## src/rtl/huffman_encoder_if.sv

```systemverilog
// Handshake bundle between a symbol source / bit sink and the Huffman encoder.
// The master drives symbols and start; the slave (encoder) drives the bit stream.
interface huffman_encoder_if;
    logic        start;
    logic [47:0] encoding;
    logic [7:0]  sym_data;
    logic        sym_valid;
    logic        sym_last;
    logic        sym_ready;
    logic        bit_out;
    logic        bit_valid;
    logic        bit_ready;
    logic        busy;
    logic        done;
    logic        error;
    logic [15:0] bit_count;

    modport master (
        output start, encoding, sym_data, sym_valid, sym_last, bit_ready,
        input  sym_ready, bit_out, bit_valid, busy, done, error, bit_count
    );

    modport slave (
        input  start, encoding, sym_data, sym_valid, sym_last, bit_ready,
        output sym_ready, bit_out, bit_valid, busy, done, error, bit_count
    );
endinterface

```

## src/rtl/huffman_encoder.sv

```systemverilog
// Streaming encoder for a 6-symbol rank-ordered truncated-unary code:
// rank k < 5 sends k ones then a zero, rank 5 sends five ones.
//
// state    | meaning
// IDLE     | waiting for start, table not in use
// WAIT_SYM | ready for the next symbol
// EMIT     | serialising the code of the latched rank
// DONE     | one-cycle done pulse, then back to IDLE
module huffman_encoder (
    input  logic             clock,
    input  logic             reset,
    huffman_encoder_if.slave bus
);
    typedef enum logic [1:0] {IDLE, WAIT_SYM, EMIT, DONE} state_t;

    state_t      state;
    logic [7:0]  sym_table [6];
    logic [2:0]  rank_q;
    logic [2:0]  idx_q;
    logic        last_q;
    logic        bit_valid_q;
    logic        bit_out_q;
    logic        done_q;
    logic        error_q;
    logic [15:0] bit_count_q;

    logic        match_hit;
    logic [2:0]  match_rank;
    logic [2:0]  final_idx;

    // Scan from the top rank down so a duplicated entry resolves to its lowest rank.
    always_comb begin
        match_hit  = 1'b0;
        match_rank = 3'd0;
        for (int i = 5; i >= 0; i--) begin
            if (sym_table[i] == bus.sym_data) begin
                match_hit  = 1'b1;
                match_rank = 3'(i);
            end
        end
    end

    assign final_idx = (rank_q == 3'd5) ? 3'd4 : rank_q;

    always_ff @(posedge clock) begin
        if (reset) begin
            state       <= IDLE;
            for (int i = 0; i < 6; i++) sym_table[i] <= 8'd0;
            rank_q      <= 3'd0;
            idx_q       <= 3'd0;
            last_q      <= 1'b0;
            bit_valid_q <= 1'b0;
            bit_out_q   <= 1'b0;
            done_q      <= 1'b0;
            error_q     <= 1'b0;
            bit_count_q <= 16'd0;
        end else begin
            done_q  <= 1'b0;
            error_q <= 1'b0;
            case (state)
                IDLE: begin
                    if (bus.start) begin
                        for (int i = 0; i < 6; i++) sym_table[i] <= bus.encoding[(5 - i) * 8 +: 8];
                        bit_count_q <= 16'd0;
                        state       <= WAIT_SYM;
                    end
                end
                WAIT_SYM: begin
                    if (bus.sym_valid) begin
                        if (match_hit) begin
                            rank_q      <= match_rank;
                            idx_q       <= 3'd0;
                            last_q      <= bus.sym_last;
                            bit_valid_q <= 1'b1;
                            bit_out_q   <= (match_rank != 3'd0);
                            state       <= EMIT;
                        end else begin
                            error_q <= 1'b1;
                            if (bus.sym_last) begin
                                done_q <= 1'b1;
                                state  <= DONE;
                            end
                        end
                    end
                end
                EMIT: begin
                    if (bus.bit_ready) begin
                        bit_count_q <= bit_count_q + 16'd1;
                        idx_q       <= idx_q + 3'd1;
                        if (idx_q == final_idx) begin
                            bit_valid_q <= 1'b0;
                            bit_out_q   <= 1'b0;
                            if (last_q) begin
                                done_q <= 1'b1;
                                state  <= DONE;
                            end else begin
                                state <= WAIT_SYM;
                            end
                        end else begin
                            bit_out_q <= ((idx_q + 3'd1) < rank_q) || (rank_q == 3'd5);
                        end
                    end
                end
                DONE: begin
                    state <= IDLE;
                end
                default: state <= IDLE;
            endcase
        end
    end

    assign bus.sym_ready = (state == WAIT_SYM);
    assign bus.busy      = (state != IDLE);
    assign bus.bit_valid = bit_valid_q;
    assign bus.bit_out   = bit_out_q;
    assign bus.done      = done_q;
    assign bus.error     = error_q;
    assign bus.bit_count = bit_count_q;
endmodule
```

## src/flat_wrapper.sv

```systemverilog
// flat-port wrapper written by rule: the top's interface ports become plain ports
module huffman_encoder_flat 
  (clock, reset, bus_start, bus_encoding, bus_sym_data, bus_sym_valid, bus_sym_last, bus_bit_ready, bus_sym_ready, bus_bit_out, bus_bit_valid, bus_busy, bus_done, bus_error, bus_bit_count);
  huffman_encoder_if bus_i ();
  input  logic clock;
  input  logic reset;
  input wire logic [$bits(bus_i.start)-1:0] bus_start;
  input wire logic [$bits(bus_i.encoding)-1:0] bus_encoding;
  input wire logic [$bits(bus_i.sym_data)-1:0] bus_sym_data;
  input wire logic [$bits(bus_i.sym_valid)-1:0] bus_sym_valid;
  input wire logic [$bits(bus_i.sym_last)-1:0] bus_sym_last;
  input wire logic [$bits(bus_i.bit_ready)-1:0] bus_bit_ready;
  output wire logic [$bits(bus_i.sym_ready)-1:0] bus_sym_ready;
  output wire logic [$bits(bus_i.bit_out)-1:0] bus_bit_out;
  output wire logic [$bits(bus_i.bit_valid)-1:0] bus_bit_valid;
  output wire logic [$bits(bus_i.busy)-1:0] bus_busy;
  output wire logic [$bits(bus_i.done)-1:0] bus_done;
  output wire logic [$bits(bus_i.error)-1:0] bus_error;
  output wire logic [$bits(bus_i.bit_count)-1:0] bus_bit_count;
  assign bus_i.start = bus_start;
  assign bus_i.encoding = bus_encoding;
  assign bus_i.sym_data = bus_sym_data;
  assign bus_i.sym_valid = bus_sym_valid;
  assign bus_i.sym_last = bus_sym_last;
  assign bus_i.bit_ready = bus_bit_ready;
  assign bus_sym_ready = bus_i.sym_ready;
  assign bus_bit_out = bus_i.bit_out;
  assign bus_bit_valid = bus_i.bit_valid;
  assign bus_busy = bus_i.busy;
  assign bus_done = bus_i.done;
  assign bus_error = bus_i.error;
  assign bus_bit_count = bus_i.bit_count;
  huffman_encoder u_core (.clock(clock), .reset(reset), .bus(bus_i));
endmodule
```

## config.mk

```make
export PLATFORM = sky130hd
export DESIGN_NAME = huffman_encoder_flat
export DESIGN_NICKNAME = d
export VERILOG_FILES = /design/src/rtl/huffman_encoder_if.sv /design/src/rtl/huffman_encoder.sv /design/src/flat_wrapper.sv
export SDC_FILE = /design/constraint.sdc
export NUM_CORES = 1
export LEC_CHECK = 0
export BUFFER_PORTS_ARGS = -buffer_cell sky130_fd_sc_hd__buf_2
export CORE_UTILIZATION = 57
export CTS_BUF_LIST = sky130_fd_sc_hd__clkbuf_2
export CTS_CLUSTER_SIZE = 24
export DETAILED_ROUTE_END_ITERATION = 10
export HOLD_SLACK_MARGIN = 0.12
export PLACE_DENSITY_LB_ADDON = 0.1
export SYNTH_ARGS = -nofsm -noshare
export SYNTH_HDL_FRONTEND = slang
export SYNTH_SLANG_ARGS = --single-unit
export TNS_END_PERCENT = 50
```

## constraint.sdc

```tcl
create_clock -name clock -period 3.03 [get_ports clock]
set_clock_uncertainty 0.05 [all_clocks]
set_input_delay 0.1515 -clock clock [delete_from_list [all_inputs] [get_ports clock]]
set_output_delay 0.1515 -clock clock [all_outputs]
set_load 0.02 [all_outputs]
```

==> metrics.md <==
| Metric | Value |
|---|---|
| Die area | between 7000 and 8000 um2 |
| First-pass GRT wire length | roughly 14 mm |
| Measured slew at the worst slew-check pin | 0.596 ns |
| Row Count | 30 |
| Total gr overflow | 0 |
| Kind of critical path | reg2reg |
| Yosys cell types | 47 |
| Avg Cell Area, Syn | between 10 and 15 um2 |
| N_diodes | 0 |
| Synth top area cells | edfxtp_1 (36%), dfxtp_1 (15%), xnor2_1 (9.7%), and2_1 (7.7%), xor2_1 (4.4%) |
| H-Tree Depth | 3 |
| Post-synth design cell area | approximately 4000 um2 |
| Final HPWL DP | 5.35 mm |
| Hold-fix buffers, CTS | 53 |
| Post-route setup TNS | 0 ns |
| Max VDD drop | between 0.3 and 0.4 mV |
| Final GP Congestion | between 0.8 and 0.9 |
| Cells after Synth | 364 |
| Total number of vias | 3021 |
| DRC Markers | 0 |
| Fin cells | roughly 600 |
| Register-to-register setup slack | about 0.58 ns |
| Relative slew slack | approximately 60% |
| Final Cell Area | approximately 5100 um2 |
| # Max-Cap Violations | 0 |
| Critical path, cell by cell | xnor2_1 -> nand4_1 -> nor2_2 -> nor4b_4 -> a21oi_1 -> mux2i_1 -> nor2_1 -> dlygate4sd3_1 |
| Placement Cell Area | ~4500 um2 |
| Leakage | 0.00203 uW |
| Routed vias/inst | ~5.1 |
| Ports | 84 |
| Share of layout cells above drive strength 1 | between 20% and 30% |
| Crit path max fanout | 6 |
| Crit path buf inv count | 1 |
| First drt pass iteration count | 4 |
| Post-CTS setup buffers | 0 |
| CP required | about 3.4 ns |
| Startpoint types | flip-flop |
| Leading cell type in the layout, fill and taps excluded | buf_2 |
| Clock root buffer | clkbuf_2 |
| Seq/Total Area, Yosys | roughly half |
| Dpl cells | around 530 |
| Chip Width | 85.6 um |
| Post-synth top area cell | edfxtp_1 |
| Crit path max-delay cell type | dlygate4sd3_1 |
| Vias in the first global route | a little under 3000 |
| PwrDens | approximately 560 nW/um2 |
| GR Util All Layers | 24.4% |
| Area Growth Syn to Fin | 27.7% |
| Slowest stage delay, CP | between 0.5 and 0.6 ns |
| Yosys Warn Count | 0 |
| Synth Flop Type | edfxtp_1 |
| CTS sink cnt | slightly below 80 |
| ANT nets after route | 0 |
| Most frequent cells in the layout | buf_2 (83), dlygate4sd3_1 (53), and2_1 (49) |
| Async SR Flop Fraction | 0% |
| Crit path DAT | 2.81 ns |
| Fin. max-slew vios | 0 |
| Number of DRC markers in iteration 0 | 99 |
| Initial Util | between 50% and 60% |
| Largest net degree at the start of global routing | 49 |
| Port Buffer Count | slightly above 80 |
| Min-delay worst type | in2reg |
| Clk_lat worst skew | approximately 0.50 ns |
| Clk pin slew, worst setup/hold paths | approximately 0.22 ns |
| CP Capture Type | flip-flop |
| Initial antenna violation count | 0 |
| Final hold vios | 0 |
| Post-cts gate resize count | 0 |
| Fmax | between 400 and 500 MHz |
| Status | finished, final reports clean |
| Post-route minimum period | 2.45 ns |
| Crit path max-delay family | simple AND/OR/NAND/NOR gates |
| Final nets | 567 |
| Tcrit/Tclk final | about four fifths |
| # fillers | 495 |
| # setup viols final | 0 |
| Post-synth EDFFs | 48 |
| CTS buffer count | 9 |
| Syn nets | ~430 |
| Clk buf depth | 2 |
| Core ar. | roughly 6800 um2 |
| FF+latch count, synth | 77 |
| Wirelength per Cell | about 14 um |
| Final WL | 8.43 mm |
| RSZ-0062 raised after global routing | no |
| CTS tree | built |
| Die height | 85.6 um |
| Top cell type's share of synthesized area | between 30 and 40% |
-- final timing paths --
kind,startpoint,end,cells past startpoint
worst max-delay path,u_core.sym_table[0][10],u_core.last_q,8
worst min register to register,u_core.bus.bit_out,u_core.bus.bit_out,2
worst min-delay path,bus_start,u_core.bus.bit_count[1],5
worst max register to register,u_core.sym_table[0][10],u_core.last_q,8
-- worst min-delay path: stages --
cell and delay (ns):
buf_2 0.11, inv_1 0.09, a22oi_2 0.16, nand3_1 0.11
a21oi_1 0.06
-- power by group --
group / internal [uW] / leakage, uW / switching, uW
registers: 1330 / 0.000752 / 87.5
clock network: 184 / 0.0000576 / 367
logic: 382 / 0.00122 / 475
-- through the flow --
| step | hold WS, ns | worst slack, ns | utilization (%) | total power (uW) |
|---|---|---|---|---|
| after floorplan | 0.249 | 0.760 | - | 2040 |
| after global placement | 0.379 | 0.824 | 65.5 | 2210 |
| after detailed placement | 0.380 | 0.694 | 65.5 | 2240 |
| after CTS | 0.127 | 0.623 | 74.9 | 2830 |
| after global routing | 0.155 | 0.339 | 74.9 | 2980 |
| final | 0.167 | 0.582 | 74.9 | 2830 |
-- per-layer routing --
layer / vias to the layer above / track usage [%] / part of all wire, %
met4: 0 / 8.18 / 1.2
met3: 12 / 5.97 / 3.4
met2: 70 / 43.6 / 52
met1: 1405 / 28.8 / 43
li1: 1534 / - / -
met5: - / 0 / 0
-- state kept, by name, summed over array words and instances (netlist names) --
| name | count |
|---|---|
| u_core.sym_table | 48 |
| u_core.bus.bit_count | 16 |
| u_core.idx_q | 3 |
| u_core.rank_q | 3 |
| u_core.state | 2 |
| u_core.bus.bit_out | 1 |
| u_core.bus.bit_valid | 1 |
| u_core.bus.done | 1 |
| u_core.bus.error | 1 |
| u_core.last_q | 1 |
-- Yosys cell counts (all sizes together) (8+ instances only) --
cell type and count:
buf 9, xnor2 44, clkbuf 8, and2 50, nor2 31, nand3 10, a21oi 11, o21ai 10
edfxtp 48, nand2 12, ha 8, nand4 20, inv 11, xor2 20, dfxtp 29
-- area by class of cell --
cell class,instances,area (um2),share of cell area (%)
Clock buffer,9,45.0,0.885
Clock inverter,6,65.1,1.28
Inverter,11,41.3,0.811
Sequential cell,77,2020,39.7
Timing Repair Buffer,139,981,19.3
Multi-Input combinational cell,259,1820,35.7
Tap cell,96,120,2.36
-- kinds of logic (layout without fill, tap and decap cells) --
logic type	after synthesis	count (layout)	share of synthesized area, %
adder cells (fa/ha/maj)	8	8	2.51
XOR/XNOR	64	64	14.1
AND/OR/NAND/NOR	145	145	20.8
flip-flops	77	77	50.7
multiplexers	3	3	0.753
buffers and inverters	28	165	3.86
AO/OA/AOI/OAI	39	39	7.31
No activity file was read; power rests on OpenSTA's default activity.
